**src/rtl/fetch_stage_pkg.sv**
```systemverilog
// Shared CPU definitions for the fetch stage: FSM encoding, bubble word and HALT decode.
package fetch_stage_pkg;

    localparam int WORD_W = 16;

    localparam logic [1:0] ST_FETCH  = 2'd0;
    localparam logic [1:0] ST_HOLD   = 2'd1;
    localparam logic [1:0] ST_DRAIN  = 2'd2;
    localparam logic [1:0] ST_HALTED = 2'd3;

    localparam logic [WORD_W-1:0] NOP_WORD    = 16'h0800;
    localparam logic [4:0]        HALT_OPCODE = 5'b00000;

    function automatic logic is_halt(input logic [WORD_W-1:0] word);
        return word[15:11] == HALT_OPCODE;
    endfunction

endpackage

```
**src/rtl/fetch_stage_register.sv**
```systemverilog
// Generic 16-bit register with load enable and asynchronous active-low reset.
module fetch_stage_register
    import fetch_stage_pkg::*;
#(
    parameter logic [WORD_W-1:0] RESET_VAL = '0
) (
    input  logic              clk,
    input  logic              rst,
    input  logic              en,
    input  logic [WORD_W-1:0] d,
    output logic [WORD_W-1:0] q
);

    always_ff @(posedge clk or negedge rst) begin
        if (!rst) begin
            q <= RESET_VAL;
        end else if (en) begin
            q <= d;
        end
    end

endmodule

```
**src/rtl/fetch_stage.sv**
```systemverilog
// Instruction fetch stage: PC sequencing, memory handshake, stall buffering, redirect drain, HALT.
//   state     | meaning
//   FETCH     | request at pc, present word on ack
//   HOLD      | stalled with a buffered word, no request
//   DRAIN     | redirect seen before ack; wait for old ack, then jump to saved target
//   HALTED    | HALT consumed; fetch stopped until reset
module fetch_stage
    import fetch_stage_pkg::*;
#(
    parameter logic [15:0] RESET_PC  = 16'h0000,
    parameter logic [15:0] NOP_INSTR = NOP_WORD
) (
    input  logic        clk,
    input  logic        rst,
    input  logic        stall,
    input  logic        redirect_valid,
    input  logic [15:0] redirect_pc,
    output logic        imem_req,
    output logic [15:0] imem_addr,
    input  logic        imem_ack,
    input  logic [15:0] imem_rdata,
    output logic [15:0] IF_instr,
    output logic [15:0] IF_PC_Next,
    output logic        IF_valid,
    output logic        halted
);

    logic [1:0]  state, state_nx;
    logic        live;
    logic [15:0] pc, pc_d, pc_inc;
    logic        pc_en;
    logic [15:0] target, target_nx;
    logic [15:0] hold_word, hold_nx;

    fetch_stage_register #(.RESET_VAL(RESET_PC)) u_pc (
        .clk (clk),
        .rst (rst),
        .en  (pc_en),
        .d   (pc_d),
        .q   (pc)
    );

    assign pc_inc     = pc + 16'd2;
    assign imem_addr  = pc;
    assign IF_PC_Next = pc_inc;

    // live stays low until the first edge after reset release, so an ack there is ignored
    always_comb begin
        state_nx  = state;
        pc_en     = 1'b0;
        pc_d      = pc_inc;
        target_nx = target;
        hold_nx   = hold_word;
        imem_req  = 1'b0;
        IF_instr  = NOP_INSTR;
        IF_valid  = 1'b0;
        halted    = 1'b0;
        if (live) begin
            case (state)
                ST_FETCH: begin
                    imem_req = 1'b1;
                    if (redirect_valid) begin
                        if (imem_ack) begin
                            pc_en = 1'b1;
                            pc_d  = redirect_pc;
                        end else begin
                            target_nx = redirect_pc;
                            state_nx  = ST_DRAIN;
                        end
                    end else if (imem_ack) begin
                        IF_instr = imem_rdata;
                        IF_valid = 1'b1;
                        if (stall) begin
                            hold_nx  = imem_rdata;
                            state_nx = ST_HOLD;
                        end else begin
                            pc_en = 1'b1;
                            if (is_halt(imem_rdata)) state_nx = ST_HALTED;
                        end
                    end
                end
                ST_HOLD: begin
                    if (redirect_valid) begin
                        pc_en    = 1'b1;
                        pc_d     = redirect_pc;
                        hold_nx  = NOP_INSTR;
                        state_nx = ST_FETCH;
                    end else begin
                        IF_instr = hold_word;
                        IF_valid = 1'b1;
                        if (!stall) begin
                            pc_en    = 1'b1;
                            hold_nx  = NOP_INSTR;
                            state_nx = is_halt(hold_word) ? ST_HALTED : ST_FETCH;
                        end
                    end
                end
                ST_DRAIN: begin
                    imem_req = 1'b1;
                    if (imem_ack) begin
                        pc_en    = 1'b1;
                        pc_d     = redirect_valid ? redirect_pc : target;
                        state_nx = ST_FETCH;
                    end else if (redirect_valid) begin
                        target_nx = redirect_pc;
                    end
                end
                ST_HALTED: halted = 1'b1;
                default:   state_nx = ST_FETCH;
            endcase
        end
    end

    always_ff @(posedge clk or negedge rst) begin
        if (!rst) begin
            state     <= ST_FETCH;
            live      <= 1'b0;
            target    <= 16'h0000;
            hold_word <= NOP_INSTR;
        end else begin
            state     <= state_nx;
            live      <= 1'b1;
            target    <= target_nx;
            hold_word <= hold_nx;
        end
    end

endmodule

```
**config.mk**
```make
export PLATFORM = sky130hd
export DESIGN_NAME = fetch_stage
export DESIGN_NICKNAME = d
export VERILOG_FILES = /design/src/rtl/fetch_stage_pkg.sv /design/src/rtl/fetch_stage_register.sv /design/src/rtl/fetch_stage.sv
export SDC_FILE = /design/constraint.sdc
export NUM_CORES = 1
export LEC_CHECK = 0
export ABC_AREA = 1
export CORE_MARGIN = 2
export CORE_UTILIZATION = 53
export CTS_BUF_LIST = sky130_fd_sc_hd__clkbuf_8
export CTS_CLUSTER_SIZE = 30
export DETAILED_ROUTE_END_ITERATION = 7
export PLACE_DENSITY_LB_ADDON = 0.2
export SETUP_SLACK_MARGIN = 0.3
export SYNTH_ARGS = -nofsm -noshare
export SYNTH_HDL_FRONTEND = slang
export SYNTH_SLANG_ARGS = --single-unit
```
**constraint.sdc**
```tcl
create_clock -name clk -period 2 [get_ports clk]
set_input_delay 0.4 -clock clk [delete_from_list [all_inputs] [get_ports clk]]
set_output_delay 0.4 -clock clk [all_outputs]
set_load 0.03 [all_outputs]
```
==> results of run 1 <==
## stage by stage
stage	area (um2)	util, %	hold slack (ns)	instances	TNS (ns)
2_1_floorplan	4437	-	0.1044	622	0
3_3_place_gp	5679	79.15	0.3631	829	-4.113
3_5_place_dp	5679	79.15	0.3636	829	-5.810
4_1_cts	6437	89.71	0.02547	872	-2.057
## kinds of logic after synthesis
kind of cell	synth area share [%]
buffers and inverters	11.30
other	0.09649
adders and majority gates	1.932
AOI/OAI and AO/OA	17.74
DFF	32.87
and+or+nand+nor	34.93
xor gates and xnor gates	1.127
## cells in the mapped netlist (all sizes together) (2+ instances only)
library cell	count	area share [%]
dfrtp	50	32
clkbuf	14	1.4
nand4	6	0.97
o21bai	2	0.39
buf	18	2.5
a21oi	48	6.3
o22ai	2	0.32
o211ai	2	0.39
o21ai	57	7.4
or2	8	1.3
nand3	63	8.1
clkinv	5	0.48
ha	6	1.9
nor2	71	7.1
nor3	5	0.77
nand3b	2	0.39
a31oi	12	1.9
inv	72	7.0
xor2	4	0.90
nand2	167	16
## timing repair
item / 4_1_cts
setup endpoints to repair: 90
pin swaps: 32
cloned: 4
resized for setup: 150
setup buffers: 31
==> results.sh, run 1 <==
export IMPL_status="aborted with a tool error"
export IMPL_stop_stage="global routing (5_1_grt)"
export IMPL_first_error="[ERROR DPL-0038] Utilization greater than 100%, impossible to legalize"
export IMPL_cts_sinks=51
export IMPL_hold_buffers=0
export IMPL_gp_congestion=0.9623
export IMPL_rows=31
export IMPL_dieHeight_um=89.63
export IMPL_grt_max_degree=35
export IMPL_initial_core_util_pct=54.16
export IMPL_synth_async_reset_ratio_pct=100.0
export IMPL_clk_path_buf_depth=2
export IMPL_portBuffers=87
export IMPL_dp_hpwl_um=10340
export IMPL_netlist_area_um2=3886
export IMPL_synthDistinctLibCells=38
export IMPL_pre_cts_ws_ns=-0.2091
export IMPL_io_pins=88
export IMPL_synth_edf_count=0
export IMPL_numCtsBuffers=5
export IMPL_dieWidth_um=89.63
export IMPL_synth_nets=665
export IMPL_synth_ff_type="dfrtp_1"
export IMPL_synthCells=622
export IMPL_root_buffer="clkbuf_8"
export IMPL_worst_endpoint="IF_instr[15]"
export IMPL_ys_seq_area_share_pct=32.87
export IMPL_yosysWarnings=0
export IMPL_endpoint_type="top-level output"
export IMPL_synth_avg_cell_area_um2=6.248
export IMPL_ys_ff_latch=51
export IMPL_htreeDepth=2
==> run 2: changes to the inputs <==
- CORE_UTILIZATION: 53 -> 40
- CTS_BUF_LIST: sky130_fd_sc_hd__clkbuf_8 -> not set
- CTS_CLUSTER_SIZE: 30 -> not set
- PLACE_DENSITY_LB_ADDON: 0.2 -> 0.15
- SETUP_SLACK_MARGIN: 0.3 -> not set
==> run 2 against run 1 <==
  * Synthesized cell count did not move
  * The flow now finishes, with violations (setup timing)
  * Area after synthesis unchanged
==> results.sh, run 2 <==
export IMPL_status="finished, violations left"
export IMPL_violations="setup timing"
export IMPL_io_pins=88
export IMPL_gp_congestion=0.8744
export IMPL_rrSetupSlack_ns=0.04
export IMPL_mostFrequentLayoutCell="nand2_1"
export IMPL_synth_ff_type="dfrtp_1"
export IMPL_rows=35
export IMPL_p_per_area_nw_per_um2=415.7
export IMPL_initial_core_util_pct=41.66
export IMPL_numCtsBuffers=5
export IMPL_detail_route_iter0_violations=232
export IMPL_clk_path_buf_depth=2
export IMPL_finalSetupTns_ns=-1.715
export IMPL_synthToLayoutAreaGrowth_pct=55.60
export IMPL_cp_data_required_time_ns=1.60
export IMPL_dieHeight_um=102.6
export IMPL_crit_arrival_ns=1.73
export IMPL_cts_tree="built"
export IMPL_layout_common_cells="nand2_1, buf_4, nor2_1"
export IMPL_wl_um=14230
export IMPL_power_uw=2514
export IMPL_yosysTopAreaCellShare_pct=32.20
export IMPL_netlist_area_um2=3886
export IMPL_cts_clk_slew_worst_paths_ns=0.10
export IMPL_setup_ws_ns=-0.1286
export IMPL_root_buffer="clkbuf_8"
export IMPL_ys_ff_latch=51
export IMPL_synth_top_area_cell="dfrtp_1"
export IMPL_fp_coreArea_um2=9328
export IMPL_ys_seq_area_share_pct=32.87
export IMPL_via_per_inst=5.271
export IMPL_finalNetCount=813
export IMPL_hold_violations=0
export IMPL_drtAntennaViolNets=0
export IMPL_worstReg2RegStart="state[0]"
export IMPL_leakage_uw=0.002878
export IMPL_synth_avg_cell_area_um2=6.248
export IMPL_synthDistinctLibCells=38
export IMPL_path_max_fanout=8
export IMPL_synthCells=622
export IMPL_maxCapViolCount=0
export IMPL_dpl_cell_area_um2=5270
export IMPL_diodes=0
export IMPL_firstDrtPassIters=4
export IMPL_startpoint="state[0]"
export IMPL_antenna_found_initial=0
export IMPL_hp_class="in2async"
export IMPL_die_area_um2=10520
export IMPL_grt_overflow=0
export IMPL_pre_cts_ws_ns=-0.1893
export IMPL_vias=4744
export IMPL_portBuffers=87
export IMPL_yosysMostFrequentCell="nand2_1"
export IMPL_grt_total_usage_pct=27.27
export IMPL_grt_pass1_wl_um=22210
export IMPL_yosys_top_cells_area="dfrtp_1, nand2_1, nand3_1"
export IMPL_yosys_top_cells_count="nand2_1, nor2_1, inv_1"
export IMPL_htreeDepth=2
export IMPL_drc=0
export IMPL_dp_hpwl_um=10240
export IMPL_reg_largest_list="hold_word (16), target (16), u_pc.q (16)"
export IMPL_path_class="reg2out"
export IMPL_hold_ws_ns=0.01128
export IMPL_start_kind="flop"
export IMPL_dieWidth_um=102.6
export IMPL_grt_max_degree=33
export IMPL_yosysWarnings=0
export IMPL_fin_crit_ns=2.129
export IMPL_irDropWorstVdd_v=0.0002537
export IMPL_finalSetupViolCount=19
export IMPL_final_max_slew_violation_count=0
export IMPL_cts_sinks=51
export IMPL_synth_edf_count=0
export IMPL_hold_buffers=0
export IMPL_rsz0062_at_grt="yes"
export IMPL_clock_fmax_ghz=0.4698
export IMPL_wl_per_cell_um=15.81
export IMPL_synth_async_reset_ratio_pct=100.0
export IMPL_insertion_delay_ns=0.31
export IMPL_crit_path_end_kind="primary output"
export IMPL_fin_skew_ns=0.008551
export IMPL_synth_nets=665
export IMPL_drive_above_1_share_pct=29.05
export IMPL_grt_pass1_vias=4461
export IMPL_design_area_um2=6047
export IMPL_fin_crit_sh_pct=106.4
run 2: cell counts after synthesis:
No cell type changed its count.
run 2: area by class of cell:
cell class / count / area (um2)
well taps: 129 / 161.4
repair buffers: 172 / 1625
clock buffers: 6 / 82.58
fillers: 902 / 3281
flip-flops and latches: 51 / 1282
repair inverters: 1 / 7.507
inverters: 77 / 304.0
multi-input cells: 462 / 2549
clock inverters: 2 / 35.03
run 2: path summary, 6_finish.rpt:
kind / endpoint / depth (start not counted)
min reg2reg: hold_word[11] / 2
min: target[5] / 1
min in group clk: hold_word[11] / 2
max in group asynchronous: u_pc.q[8] / 2
max reg2reg: u_pc.q[6] / 11
max: IF_instr[5] / 8
run 2: worst max-delay path: stages (launching register included):
cell	delay, ns
dfrtp_1	0.40
buf_6	0.13
inv_6	0.05
ha_4	0.15
nand2_4	0.08
inv_4	0.14
nand3_1	0.11
a21oi_2	0.19
buf_6	0.15
run 2: logic make-up (layout without fill, tap and decap cells):
family / after synthesis / in the layout / synth area share, %
adder cells (fa/ha/maj): 6 / 6 / 1.932
buffers and inverters: 109 / 258 / 11.30
AO/OA/AOI/OAI: 127 / 127 / 17.74
flip-flops: 51 / 51 / 32.87
AND/OR/NAND/NOR: 323 / 323 / 34.93
other: 1 / 1 / 0.09649
XOR/XNOR: 5 / 5 / 1.127
run 2: power by group:
part | switching, uW | total (uW) | leakage (uW) | internal, uW
Sequential | 25.1 | 1080 | 0.000615 | 1050
Clock | 373 | 779 | 0.0000612 | 406
Combinational | 386 | 658 | 0.00220 | 273
Total | 784 | 2510 | 0.00288 | 1730
run 2: through the flow:
| step | std cells | util [%] |
|---|---|---|
| after global routing | 900 | 64.83 |
| after detailed placement | 862 | 56.50 |
| final | 900 | 64.83 |
| after CTS | 887 | 61.34 |
| after floorplan | 622 | - |
| after global placement | 862 | 56.50 |
run 2: repair_timing:
action | 4_1_cts | 5_1_grt
endpoints found under the hold margin | 0 | 0
setup endpoints to repair | 32 | 54
resized for setup | 71 | 65
buffers inserted | 16 | 13
pin swaps | 9 | 19
cloned | 1 | 0
run 2: layer usage:
layer,vias to the layer above,global-route usage [%],share of wire [%]
li1,2306,-,-
met1,2234,33.76,39
met2,178,49.12,52
met3,26,3.932,6.2
met4,0,8.205,2.2
met5,-,0,0
No activity file was read; power rests on OpenSTA's default activity.
==> run 3: changes to the inputs <==
- SYNTH_HIERARCHICAL: not set -> 1
==> run 3 against run 2 <==
  * The run still ends with setup timing left
  * Clock-buffer cell count did not move
  * Sequential cell count did not move
  * Maximum frequency grew 0.46%
  * Clock skew is 0.0020 ns higher
  * Via count down 1.8%
  * Critical path type unchanged
  * Critical endpoint is now IF_instr[10]
  * Largest cell class unchanged
  * Largest power group unchanged
==> results.sh, run 3 <==
export IMPL_diodes=0
export IMPL_irDropWorstVdd_v=0.0002972
export IMPL_yosys_top_cells_area="dfrtp_1, nand2_1, nand3_1"
export IMPL_grt_pass1_vias=4491
export IMPL_power_uw=2324
export IMPL_die_area_um2=10740
export IMPL_grt_max_degree=52
export IMPL_hp_class="in2async"
export IMPL_synth_ff_type="dfrtp_1"
export IMPL_seqCellArea_um2=1289
export IMPL_crit_arrival_ns=1.72
export IMPL_fill_cells=850
export IMPL_path_class="reg2out"
export IMPL_drive_above_1_share_pct=35.10
export IMPL_dp_cells=840
export IMPL_yosysWarnings=6
export IMPL_layout_common_cells="nand2_1, buf_4, clkdlybuf4s50_1"
export IMPL_initial_core_util_pct=41.02
export IMPL_clk_path_buf_depth=2
export IMPL_synthDistinctLibCells=41
export IMPL_grt_use_met3_pct=3.839
export IMPL_status="finished, violations left"
export IMPL_io_pins=88
export IMPL_yosysMostFrequentCell="nand2_1"
export IMPL_synthCells=607
export IMPL_rows=36
export IMPL_drc=0
export IMPL_grt_pass1_wl_um=21600
export IMPL_portBuffers=87
export IMPL_fin_crit_ns=2.119
export IMPL_worst_r2r_endpoint="u_pc/q[11]"
export IMPL_synth_async_reset_ratio_pct=100.0
export IMPL_finalNetCount=797
export IMPL_htreeDepth=2
export IMPL_wl_per_cell_um=15.68
export IMPL_yosys_top_cells_count="nand2_1, nand3_1, dfrtp_1"
export IMPL_ys_seq_area_share_pct=32.16
export IMPL_worstReg2RegStart="state[1]"
export IMPL_clock_fmax_ghz=0.4720
export IMPL_final_max_slew_violation_count=0
export IMPL_setup_ws_ns=-0.1188
export IMPL_synth_top_area_cell="dfrtp_1"
export IMPL_finalSetupViolCount=22
export IMPL_cp_data_required_time_ns=1.60
export IMPL_grt_overflow=0
export IMPL_maxCapViolCount=0
export IMPL_antenna_found_initial=0
export IMPL_cts_tree="built"
export IMPL_yosysTopAreaCellShare_pct=31.50
export IMPL_pre_cts_ws_ns=-0.1865
export IMPL_grt_total_usage_pct=24.41
export IMPL_grt_use_met1_pct=29.21
export IMPL_synthToLayoutAreaGrowth_pct=57.95
export IMPL_layout_cells_non_filler=888
export IMPL_via_per_inst=5.248
export IMPL_insertion_delay_ns=0.32
export IMPL_leakage_uw=0.003149
export IMPL_ys_ff_latch=51
export IMPL_gp_congestion=0.9054
export IMPL_dieHeight_um=103.7
export IMPL_netlist_area_um2=3973
export IMPL_path_max_fanout=8
export IMPL_rrSetupSlack_ns=-0.02
export IMPL_numCtsBuffers=5
export IMPL_cts_clk_slew_worst_paths_ns=0.11
export IMPL_vias=4660
export IMPL_start_kind="flop"
export IMPL_rsz0062_at_grt="yes"
export IMPL_root_buffer="clkbuf_8"
export IMPL_r2r_cells=15
export IMPL_mostFrequentLayoutCell="nand2_1"
export IMPL_hold_violations=0
export IMPL_fin_skew_ns=0.01054
export IMPL_firstDrtPassIters=5
export IMPL_cts_sinks=51
export IMPL_wl_um=13930
export IMPL_grt_busiest_layer="met2"
export IMPL_synth_avg_cell_area_um2=6.545
export IMPL_violations="setup timing"
export IMPL_reg_largest_list="hold_word (16), target (16), u_pc/q (16)"
export IMPL_dp_hpwl_um=9212
export IMPL_use_met2_pct=44.89
export IMPL_detail_route_iter0_violations=161
export IMPL_dieWidth_um=103.7
export IMPL_fin_util_pct=64.79
export IMPL_p_per_area_nw_per_um2=370.4
export IMPL_crit_path_end_kind="primary output"
export IMPL_synth_edf_count=0
export IMPL_hold_buffers=0
export IMPL_synth_nets=650
export IMPL_fp_coreArea_um2=9684
export IMPL_fin_crit_sh_pct=105.9
export IMPL_multi_input_comb_area_um2=2872
export IMPL_drtAntennaViolNets=0
[run 3: cell types whose count changed in the layout (fill, tap and decap cells not counted), sizes merged, moves of 11 or more]
| cell | change |
|---|---|
| mux2i | +11 |
| inv | -29 |
| nand2 | +79 |
| a31oi | -11 |
| nor2 | -17 |
| a21oi | -26 |
[run 3: power breakdown]
part	internal (uW)	total, uW	switching [uW]
clock network	284	675	392
registers	1050	1070	23.6
logic	254	576	322
total	1590	2320	737
[run 3: final cells by class]
type	count	share of cell area [%]
well taps	133	2.652
multi-input cells	482	45.76
repair buffers	170	26.54
clock buffers	6	1.316
flip-flops and latches	51	20.54
clock inverters	2	0.2592
inverters	44	2.931
[run 3: what timing repair did]
| item | CTS | global route |
|---|---|---|
| setup endpoints to repair | 61 | 48 |
| pin swaps | 27 | 27 |
| gates resized for setup | 116 | 72 |
| buffers inserted | 17 | 22 |
| gates cloned | 2 | 3 |
[run 3: layer usage]
layer / part of all wire, % / vias up
li1: - / 2247
met1: 40 / 2193
met2: 52 / 192
met3: 6.1 / 28
met4: 2.1 / 0
met5: 0 / -
[run 3: per-stage QoR]
stage	area (um2)	setup TNS, ns	hold WS [ns]
2_1_floorplan	4085	-0.2802	0.1044
3_3_place_gp	5195	-4.655	0.4163
3_5_place_dp	5195	-7.254	0.4232
4_1_cts	5858	-2.033	0.08273
5_1_grt	6275	-4.712	0.07281
6_report	6275	-1.758	0.05252
[run 3: how the worst max path moves through the flow]
stage,startpoint,to,slack [ns],depth (start not counted)
after detailed placement,redirect_valid,hold_word[11],-0.19,9
after CTS,state[1],IF_instr[5],-0.16,9
after global placement,redirect_valid,hold_word[11],-0.11,9
after floorplan,state[0],IF_instr[10],-0.04,6
final,state[1],IF_instr[10],-0.12,7
after global routing,state[1],IF_instr[2],-0.18,7
[run 3: kinds of logic after synthesis]
kind of cell	after synthesis	share of synthesized area [%]
compound gates	96	14.43
xor+xnor	4	0.8821
fa+ha+maj	6	1.890
buf+inv	74	9.890
flops	51	32.16
mux	11	2.772
other cells	1	0.09440
simple gates	364	37.89
[run 3: worst max-delay path, stage by stage (launching register included)]
cell       delay, ns
dfrtp_1         0.41
inv_2           0.09
buf_6           0.11
ha_4            0.21
clkbuf_16       0.19
nand3_2         0.07
a21oi_2         0.15
buf_6           0.15
